## src/rtl/pc_fetch_unit.sv

```systemverilog
// pc_fetch_unit: instruction-fetch front end.
// Holds the program counter and issues one instruction-memory request at a
// time. Fetched words go to an output slot for the IF/ID register. A one-entry
// skid buffer absorbs downstream stalls, and redirects flush the front end.
//
// Optional feature macro: PC_ALIGN_CHECK_EN. When defined, a misaligned
// redirect target raises misalign_out for one cycle and is rounded down to a
// word boundary.
//
// Ports:
//   clk_in, rst_in          clock, synchronous active-high reset
//   stall_in                downstream cannot accept the output slot
//   redirect_in/_pc_in      taken branch/jump and its target
//   imem_req_out/addr_out   fetch request; held stable until imem_ack_in
//   imem_ack_in/rdata_in    completion of the outstanding request
//   inst_out, pc_out,       output slot (registered)
//   pc_plus4_out,
//   inst_valid_out
//   misalign_out            misaligned redirect pulse (PC_ALIGN_CHECK_EN only)
module pc_fetch_unit #(
    parameter int unsigned          WIDTH    = 32,
    parameter logic [WIDTH-1:0]     RESET_PC = '0,
    parameter int unsigned          INCR     = 4
) (
    input  logic             clk_in,
    input  logic             rst_in,
    input  logic             stall_in,
    input  logic             redirect_in,
    input  logic [WIDTH-1:0] redirect_pc_in,
    output logic             imem_req_out,
    output logic [WIDTH-1:0] imem_addr_out,
    input  logic             imem_ack_in,
    input  logic [31:0]      imem_rdata_in,
    output logic [31:0]      inst_out,
    output logic [WIDTH-1:0] pc_out,
    output logic [WIDTH-1:0] pc_plus4_out,
    output logic             inst_valid_out
`ifdef PC_ALIGN_CHECK_EN
    ,
    output logic             misalign_out
`endif
);

    localparam logic [WIDTH-1:0] INCR_W = WIDTH'(INCR);

    typedef enum logic [1:0] {
        ST_BOOT  = 2'd0,
        ST_FETCH = 2'd1,
        ST_DRAIN = 2'd2,
        ST_STALL = 2'd3
    } state_e;

    // One fetched instruction together with its address information.
    typedef struct packed {
        logic [31:0]      inst;
        logic [WIDTH-1:0] pc;
        logic [WIDTH-1:0] pc4;
    } entry_t;

    state_e           state_q, state_d;
    logic [WIDTH-1:0] pc_q, pc_d;
    logic [WIDTH-1:0] req_addr_q, req_addr_d;
    entry_t           slot_q, slot_d;
    logic             slot_valid_q, slot_valid_d;
    entry_t           skid_q, skid_d;
    logic             skid_valid_q, skid_valid_d;
    logic             misalign_q, misalign_d;

    logic             consume;
    logic [WIDTH-1:0] redir_pc;
    entry_t           fetched;

    // State register.
    always_ff @(posedge clk_in) begin
        if (rst_in) begin
            state_q      <= ST_BOOT;
            pc_q         <= RESET_PC;
            req_addr_q   <= '0;
            slot_q       <= '0;
            slot_valid_q <= 1'b0;
            skid_q       <= '0;
            skid_valid_q <= 1'b0;
            misalign_q   <= 1'b0;
        end else begin
            state_q      <= state_d;
            pc_q         <= pc_d;
            req_addr_q   <= req_addr_d;
            slot_q       <= slot_d;
            slot_valid_q <= slot_valid_d;
            skid_q       <= skid_d;
            skid_valid_q <= skid_valid_d;
            misalign_q   <= misalign_d;
        end
    end

    // Next-state logic: redirect first, then per-state fetch/stall handling.
    always_comb begin
        state_d      = state_q;
        pc_d         = pc_q;
        req_addr_d   = req_addr_q;
        slot_d       = slot_q;
        slot_valid_d = slot_valid_q;
        skid_d       = skid_q;
        skid_valid_d = skid_valid_q;
        misalign_d   = 1'b0;

        consume      = slot_valid_q && !stall_in;

`ifdef PC_ALIGN_CHECK_EN
        redir_pc   = {redirect_pc_in[WIDTH-1:2], 2'b00};
        misalign_d = redirect_in && (redirect_pc_in[1:0] != 2'b00);
`else
        redir_pc   = redirect_pc_in;
`endif

        // The returning word always belongs to the latched request address.
        fetched.inst = imem_rdata_in;
        fetched.pc   = req_addr_q;
        fetched.pc4  = req_addr_q + INCR_W;

        if (consume) begin
            slot_valid_d = 1'b0;
        end

        if (redirect_in) begin
            pc_d         = redir_pc;
            slot_valid_d = 1'b0;
            skid_valid_d = 1'b0;
            // An unacked request must complete before the new address goes out.
            if ((state_q == ST_FETCH || state_q == ST_DRAIN) && !imem_ack_in) begin
                state_d = ST_DRAIN;
            end else begin
                state_d    = ST_FETCH;
                req_addr_d = redir_pc;
            end
        end else begin
            case (state_q)
                ST_BOOT: begin
                    state_d    = ST_FETCH;
                    req_addr_d = pc_q;
                end
                ST_FETCH: begin
                    if (imem_ack_in) begin
                        pc_d = pc_q + INCR_W;
                        // Skid is always empty here, so a blocked slot fills it.
                        if (!slot_valid_q || consume) begin
                            slot_d       = fetched;
                            slot_valid_d = 1'b1;
                            req_addr_d   = pc_q + INCR_W;
                        end else begin
                            skid_d       = fetched;
                            skid_valid_d = 1'b1;
                            state_d      = ST_STALL;
                        end
                    end
                end
                ST_STALL: begin
                    if (consume) begin
                        slot_d       = skid_q;
                        slot_valid_d = skid_valid_q;
                        skid_valid_d = 1'b0;
                        state_d      = ST_FETCH;
                        req_addr_d   = pc_q;
                    end
                end
                ST_DRAIN: begin
                    // Stale data from the pre-redirect request is dropped.
                    if (imem_ack_in) begin
                        state_d    = ST_FETCH;
                        req_addr_d = pc_q;
                    end
                end
                default: begin
                    state_d = ST_BOOT;
                end
            endcase
        end
    end

    // Request is decoded from registered state only.
    assign imem_req_out   = (state_q == ST_FETCH) || (state_q == ST_DRAIN);
    assign imem_addr_out  = req_addr_q;
    assign inst_out       = slot_q.inst;
    assign pc_out         = slot_q.pc;
    assign pc_plus4_out   = slot_q.pc4;
    assign inst_valid_out = slot_valid_q;

`ifdef PC_ALIGN_CHECK_EN
    assign misalign_out   = misalign_q;
`else
    // Keeps the flop connected-free builds quiet; folded away in synthesis.
    logic unused_misalign;
    assign unused_misalign = misalign_q;
`endif

endmodule

```

## config.mk

```make
export PLATFORM = sky130hd
export DESIGN_NAME = pc_fetch_unit
export DESIGN_NICKNAME = d
export VERILOG_FILES = /design/src/rtl/pc_fetch_unit.sv
export SDC_FILE = /design/constraint.sdc
export NUM_CORES = 1
export LEC_CHECK = 0
export BUFFER_PORTS_ARGS = -buffer_cell sky130_fd_sc_hd__buf_2
export CORE_ASPECT_RATIO = 1.2
export CORE_MARGIN = 1
export CORE_UTILIZATION = 25
export DETAILED_ROUTE_END_ITERATION = 8
export GPL_ROUTABILITY_DRIVEN = 0
export GPL_TIMING_DRIVEN = 0
export SLEW_MARGIN = 20
export SYNTH_ARGS = -nofsm -noshare
export SYNTH_HDL_FRONTEND = slang
export SYNTH_SLANG_ARGS = --single-unit
```

## constraint.sdc

```tcl
create_clock -name clk_in -period 4.5 [get_ports clk_in]
set_input_delay 0.9 -clock clk_in [delete_from_list [all_inputs] [get_ports clk_in]]
set_output_delay 0.9 -clock clk_in [all_outputs]
set_load 0.005 [all_outputs]
```

== Word-level counts from Yosys, hierarchy flattened ==
Cells that the tools add are included.

* Div/mod/pow operators: 0
* Add/subtract/negate cells: 2
* Mux-type cells: 30
* Eq/ne operators: 13
* Order comparisons: 0
* Reduce and logical (&&, ||, !) cells: 18
* Bitwise gates (word level): 2
* Shift operators: 0
* $mul: 0

{| class="wikitable"
|+ Operators with widths
! cell !! count
|-
| two-way mux 32 bit || 9
|-
| two-way mux 96 bit || 3
|-
| one-hot mux 96 bit (2 select lines) || 1
|-
| one-hot mux 32 bit (4 select lines) || 1
|-
| adder 32 x 3 -> 32 bit (second input constant) || 2
|-
| two-way mux 2 bit || 6
|-
| inequality test 3 bit (second input constant) || 4
|-
| AND reduction 4 bit || 3
|-
| AND reduction 5 bit || 2
|-
| inequality test 2 bit (second input constant) || 4
|-
| one-hot mux 2 bit (4 select lines) || 1
|-
| two-way mux 1 bit || 7
|-
| nonzero test 2 bit || 3
|-
| equality test 2 bit (second input constant) || 2
|-
| one-hot mux 1 bit (2 select lines) || 2
|-
| zero test 1 bit || 3
|-
| inequality test 3 x 2 -> 1 bit (second input constant) || 1
|-
| equality test 2 x 1 -> 1 bit (second input constant) || 1
|-
| logical AND 1 bit || 2
|-
| zero test 2 bit || 1
|-
| logical OR 1 bit || 2
|-
| inequality test 2 x 1 -> 1 bit (second input constant) || 1
|-
| NOT 1 bit || 2
|-
| AND reduction 2 bit || 1
|-
| OR reduction 2 bit || 1
|}

* Output and inout bits: 130
* Memory bits (writable): 0
* ROM bits: 0
* Latch bits: 0
* Word-level logic and storage cells: 76
* Flip-flop bits (word level): 260
* Memories: 0
* Input port bits: 69

== Logic depth before layout (Yosys ltp) ==
* Word-level depth: 7
* Mapped depth: 10
* Depth with buffers taken out: 7

== Least setup slack after synthesis ==
OpenSTA, ideal clock, no wires.

* Path type: input to register
* From: input port imem_ack_in
* To: register slot_q (netlist bit pc_plus4_out[23])
* Arrival: 2.243 ns
* Path slack: 2.119 ns
* Path buffers: 3
* Stages: 7
* Data required time: 4.362 ns
* Cell sequence: buf_6 > nand2_1 > o32a_1 > nor2_1 > buf_2 > buf_1 > o221ai_1

* Cells in the longest elaborated chain, start to end: 2

{| class="wikitable"
|+ RTL lines
! element !! RTL line !! source
|-
| from (decl) || 32 || <nowiki>input logic imem_ack_in,</nowiki>
|-
| inequality test 2 bit (no source line) || - ||
|-
| AND reduction 5 bit (no source line) || - ||
|-
| to (signal assigned) || 88 || <nowiki>slot_q <= slot_d;</nowiki>
|-
| to (decl) || 63 || <nowiki>entry_t slot_q, slot_d;</nowiki>
|}

No other way between the ends.
A chain may end at the register's enable or synchronous reset.

== Worst setup path in the final report ==
* From: register state_q[0]
* To: register req_addr_q[16], in the netlist imem_addr_out[16]

* Cells in the longest elaborated chain, start to end: 5

{| class="wikitable"
|+ RTL lines
! element !! RTL line !! source
|-
| from (decl) || 60 || <nowiki>state_e state_q, state_d;</nowiki>
|-
| from (signal assigned) || 85 || <nowiki>state_q <= state_d;</nowiki>
|-
| equality test 2 x 1 -> 1 bit or equality test 2 bit (tied branches) || 130, 137 ||
|-
| logical OR 1 bit || 130 || <nowiki>if ((state_q == ST_FETCH || state_q == ST_DRAIN) && !imem_ack_in) begin</nowiki>
|-
| logical AND 1 bit || 130 ||
|-
| inequality test 2 bit (no source line) || - ||
|-
| AND reduction 5 bit (no source line) || - ||
|-
| to (signal assigned) || 87 || <nowiki>req_addr_q <= req_addr_d;</nowiki>
|-
| to (decl) || 62 || <nowiki>logic [WIDTH-1:0] req_addr_q, req_addr_d;</nowiki>
|}

Several ways; a longest one is shown, not always the timed one.

==> results_dict.tcl <==
set metrics [dict create \
    critPathKind "reg -> reg" \
    dieArea_um2 50800 \
    final_max_slew_viol_count 0 \
    final_area_um2 15400 \
    status "complete, no violations" \
    placed_cell_area_um2 14300 \
    seq_power_share 0.414 \
    p_int_mw 4.39 \
    htree_levels 1 \
    ctsResizeCount 0 \
    drc 0 \
    p_switching_mw 1.59 \
    leakage_nw 5.59 \
    antenna_found_initial 1 \
    worst_r2r_endpoint "imem_addr_out[16]" \
    hold_path.class "reg -> reg" \
    multiInputGateArea_um2 6380 \
    cap_violations 0 \
    viasPerCell 5.09 \
    path_buf_inv 2 \
    min_path_cells 2 \
    syn_inst 1507 \
    ys_ff_latch 256 \
    finalNetCount 1810 \
    grt_max_degree 15 \
    synth_seq_area_share 0.411 \
    tns_ps 0 \
    core_um2 49200 \
    hold_viol 0 \
    portBuffers 197 \
    cp-start-kind "flop" \
    syn_area_um2 12500 \
    fin_crit_sh 0.766 \
    pwr-share-comb 0.121 \
    synth_fp_nets 1581 \
    slowest_stage "a21boi_2" \
    clk_pin_slew_ps 70 \
    start_util 0.254 \
    async_reset_ff_frac 0 \
    cp_max_fo 10 \
    crit_required_ps 5010 \
    nFillCells 5264 \
    die_x_um 206 \
    vdd_ir_drop_max_mv 0.265 \
    synth_top_area_cell "dfxtp_1" \
    numPlacedInstances 2341 \
    synth-edff-count 0 \
    ff2ff_path_depth 8 \
    sw_frac_of_total 0.266 \
    synthTopCellsByCount "256 x dfxtp_1, 246 x nand2_1, 128 x a21oi_1" \
    grtUsageTotal 0.184 \
    holdCritStartpoint "skid_q[12]" \
    fp.dieH_um 247 \
    final_antenna_net_count 0 \
    yosysTopAreaCellShare 0.411 \
    grt_setup_unrepaired "no" \
    cts_made_buffers 30 \
    tightest_slew_ps 1060 \
    cts_buffer_depth 3 \
    synth.most_common_cell "dfxtp_1" \
    clkPwrFrac 0.465 \
    cts_tree "yes" \
    crit_family "compound AO/OA/AOI/OAI gates" \
    clockRootBuffer "clkbuf_16" \
    rrSetupSlack_ps 1060 \
    final-seq-area_um2 5120 \
    synthDistinctLibCells 78 \
    cts_hold_buf 0 \
    clock_latency_ps 580 \
    clock_sinks 256 \
    hpwl_um 35700 \
    diodes 0 \
    row_count 89 \
    end_kind "flop" \
    slew-limit-headroom 0.293 \
    r2r_start "state_q[0]" \
    syn_area_per_cell_um2 8.28 \
    max_freq_ghz 0.290 \
    overflow 0 \
    clock_skew_ps 13.3 \
    synth_ff_type "dfxtp_1" \
    drive_above_1_share 0.198 \
    drtIter0Drc 939 \
    yosys_warnings 0 \
    cts_setup_buffers 0 \
    via_count 12200 \
    grt_pass1_wl_um 70900 \
    wirelength_um 47900 \
    min_to "skid_q[12]" \
    cp.arrival_ps 3950 \
    pin_count 199 \
    crit_chain "inv_1 -> ha_1 -> nor3b_1 -> a31oi_1 -> a21boi_2 -> clkbuf_1 -> nand4_1 -> a21oi_1" \
    cpPeakStageDelay_ps 810 \
    wl_per_cell_um 20.0 \
    fin_cells 2396 \
    drt_pass1_iterations 8 \
    first_global_vias 11900 \
    areaGrowthSynthToFinish_pct 23.4 \
    p_total_mw 5.98 \
    period_minus_slack_ps 3450 \
    finalSetupViolCount 0 \
    powerDensity_nw_per_um2 389 \
    ys_top_cells_by_area "dfxtp_1 41%, nand2_1 7.4%, mux2i_1 5.5%, a211oi_1 5.3%, a21oi_1 5.1%" \
]
[sequential cells by signal, indices dropped and copies added, names as in the netlist]
name / cells
skid_q: 94
imem_addr_out: 32
inst_out: 32
pc_out: 32
pc_q: 32
pc_plus4_out: 30
state_q: 2
inst_valid_out: 1
skid_valid_q: 1
[per-stage QoR]
stage / util / hold WS (ps) / setup slack [ps]
after detailed placement: 0.290 / 441 / 877
after CTS: 0.313 / 450 / 1220
after global routing: 0.313 / 468 / 981
after floorplan: - / 431 / 2120
after global placement: 0.290 / 436 / 936
final: 0.313 / 449 / 1060
[layout by cell type (no fill, tap or decap), types with 31 or more instances in the layout]
cell,synthesis,layout
xnor2_1,42,42
buf_4,34,34
clkbuf_16,0,31
nor2_1,116,116
nand3_1,34,34
a21oi_1,128,128
nand4_1,37,37
mux2i_1,69,69
dfxtp_1,256,256
a211oi_1,88,88
clkbuf_1,77,79
nand2_1,246,246
buf_2,25,222
o21ai_0,34,34
[layer usage]
layer	share of wire	global-route usage	up-vias
li1	-	-	5787
met1	0.40	0.219	5740
met2	0.48	0.317	522
met3	0.075	0.0340	138
met4	0.042	0.0837	2
met5	0.00027	0	-
[worst register-to-register path: stages, from the launching register on]
cell and delay [ps]:
dfxtp_1 390, inv_1 70, ha_1 370, nor3b_1 110, a31oi_1 510, a21boi_2 810, clkbuf_1 620, nand4_1 300
a21oi_1 190
[logic make-up after synthesis]
logic type	after synthesis	share of synthesized area
and+or+nand+nor	566	0.215
AOI/OAI and AO/OA	370	0.195
DFF	256	0.411
buffers and inverters	183	0.0777
muxes	69	0.0553
xor gates and xnor gates	58	0.0407
adders and majority gates	5	0.00501
[layout make-up]
cell class / instances / share of cell area
plain buffers: 166 / 0.0588
clock buffers: 42 / 0.0589
clock inverters: 13 / 0.0152
inverters: 17 / 0.00414
multi-input cells: 1068 / 0.414
flip-flops and latches: 256 / 0.333
well taps: 637 / 0.0517
repair buffers: 197 / 0.0640
[how the worst max path moves through the flow]
stage               cells past startpoint        start  slack (ps)                 to
finish                                  8   state_q[0]        1060  imem_addr_out[16]
global route                            8   state_q[0]         980   imem_addr_out[3]
CTS                                     8   state_q[0]        1220  imem_addr_out[16]
detailed placement                      7  redirect_in         880  imem_addr_out[16]
global placement                        7  redirect_in         940  imem_addr_out[16]
floorplan                               7  imem_ack_in        2120   pc_plus4_out[23]
[power groups by stage]
stage,registers [mW],logic [mW],clock network (mW)
after floorplan,2.48,0.428,0
after global placement,2.52,0.708,0
after detailed placement,2.53,0.716,0
after CTS,2.48,0.720,2.82
after global routing,2.49,0.785,2.91
final,2.48,0.723,2.78
No activity file was read; power rests on OpenSTA's default activity.
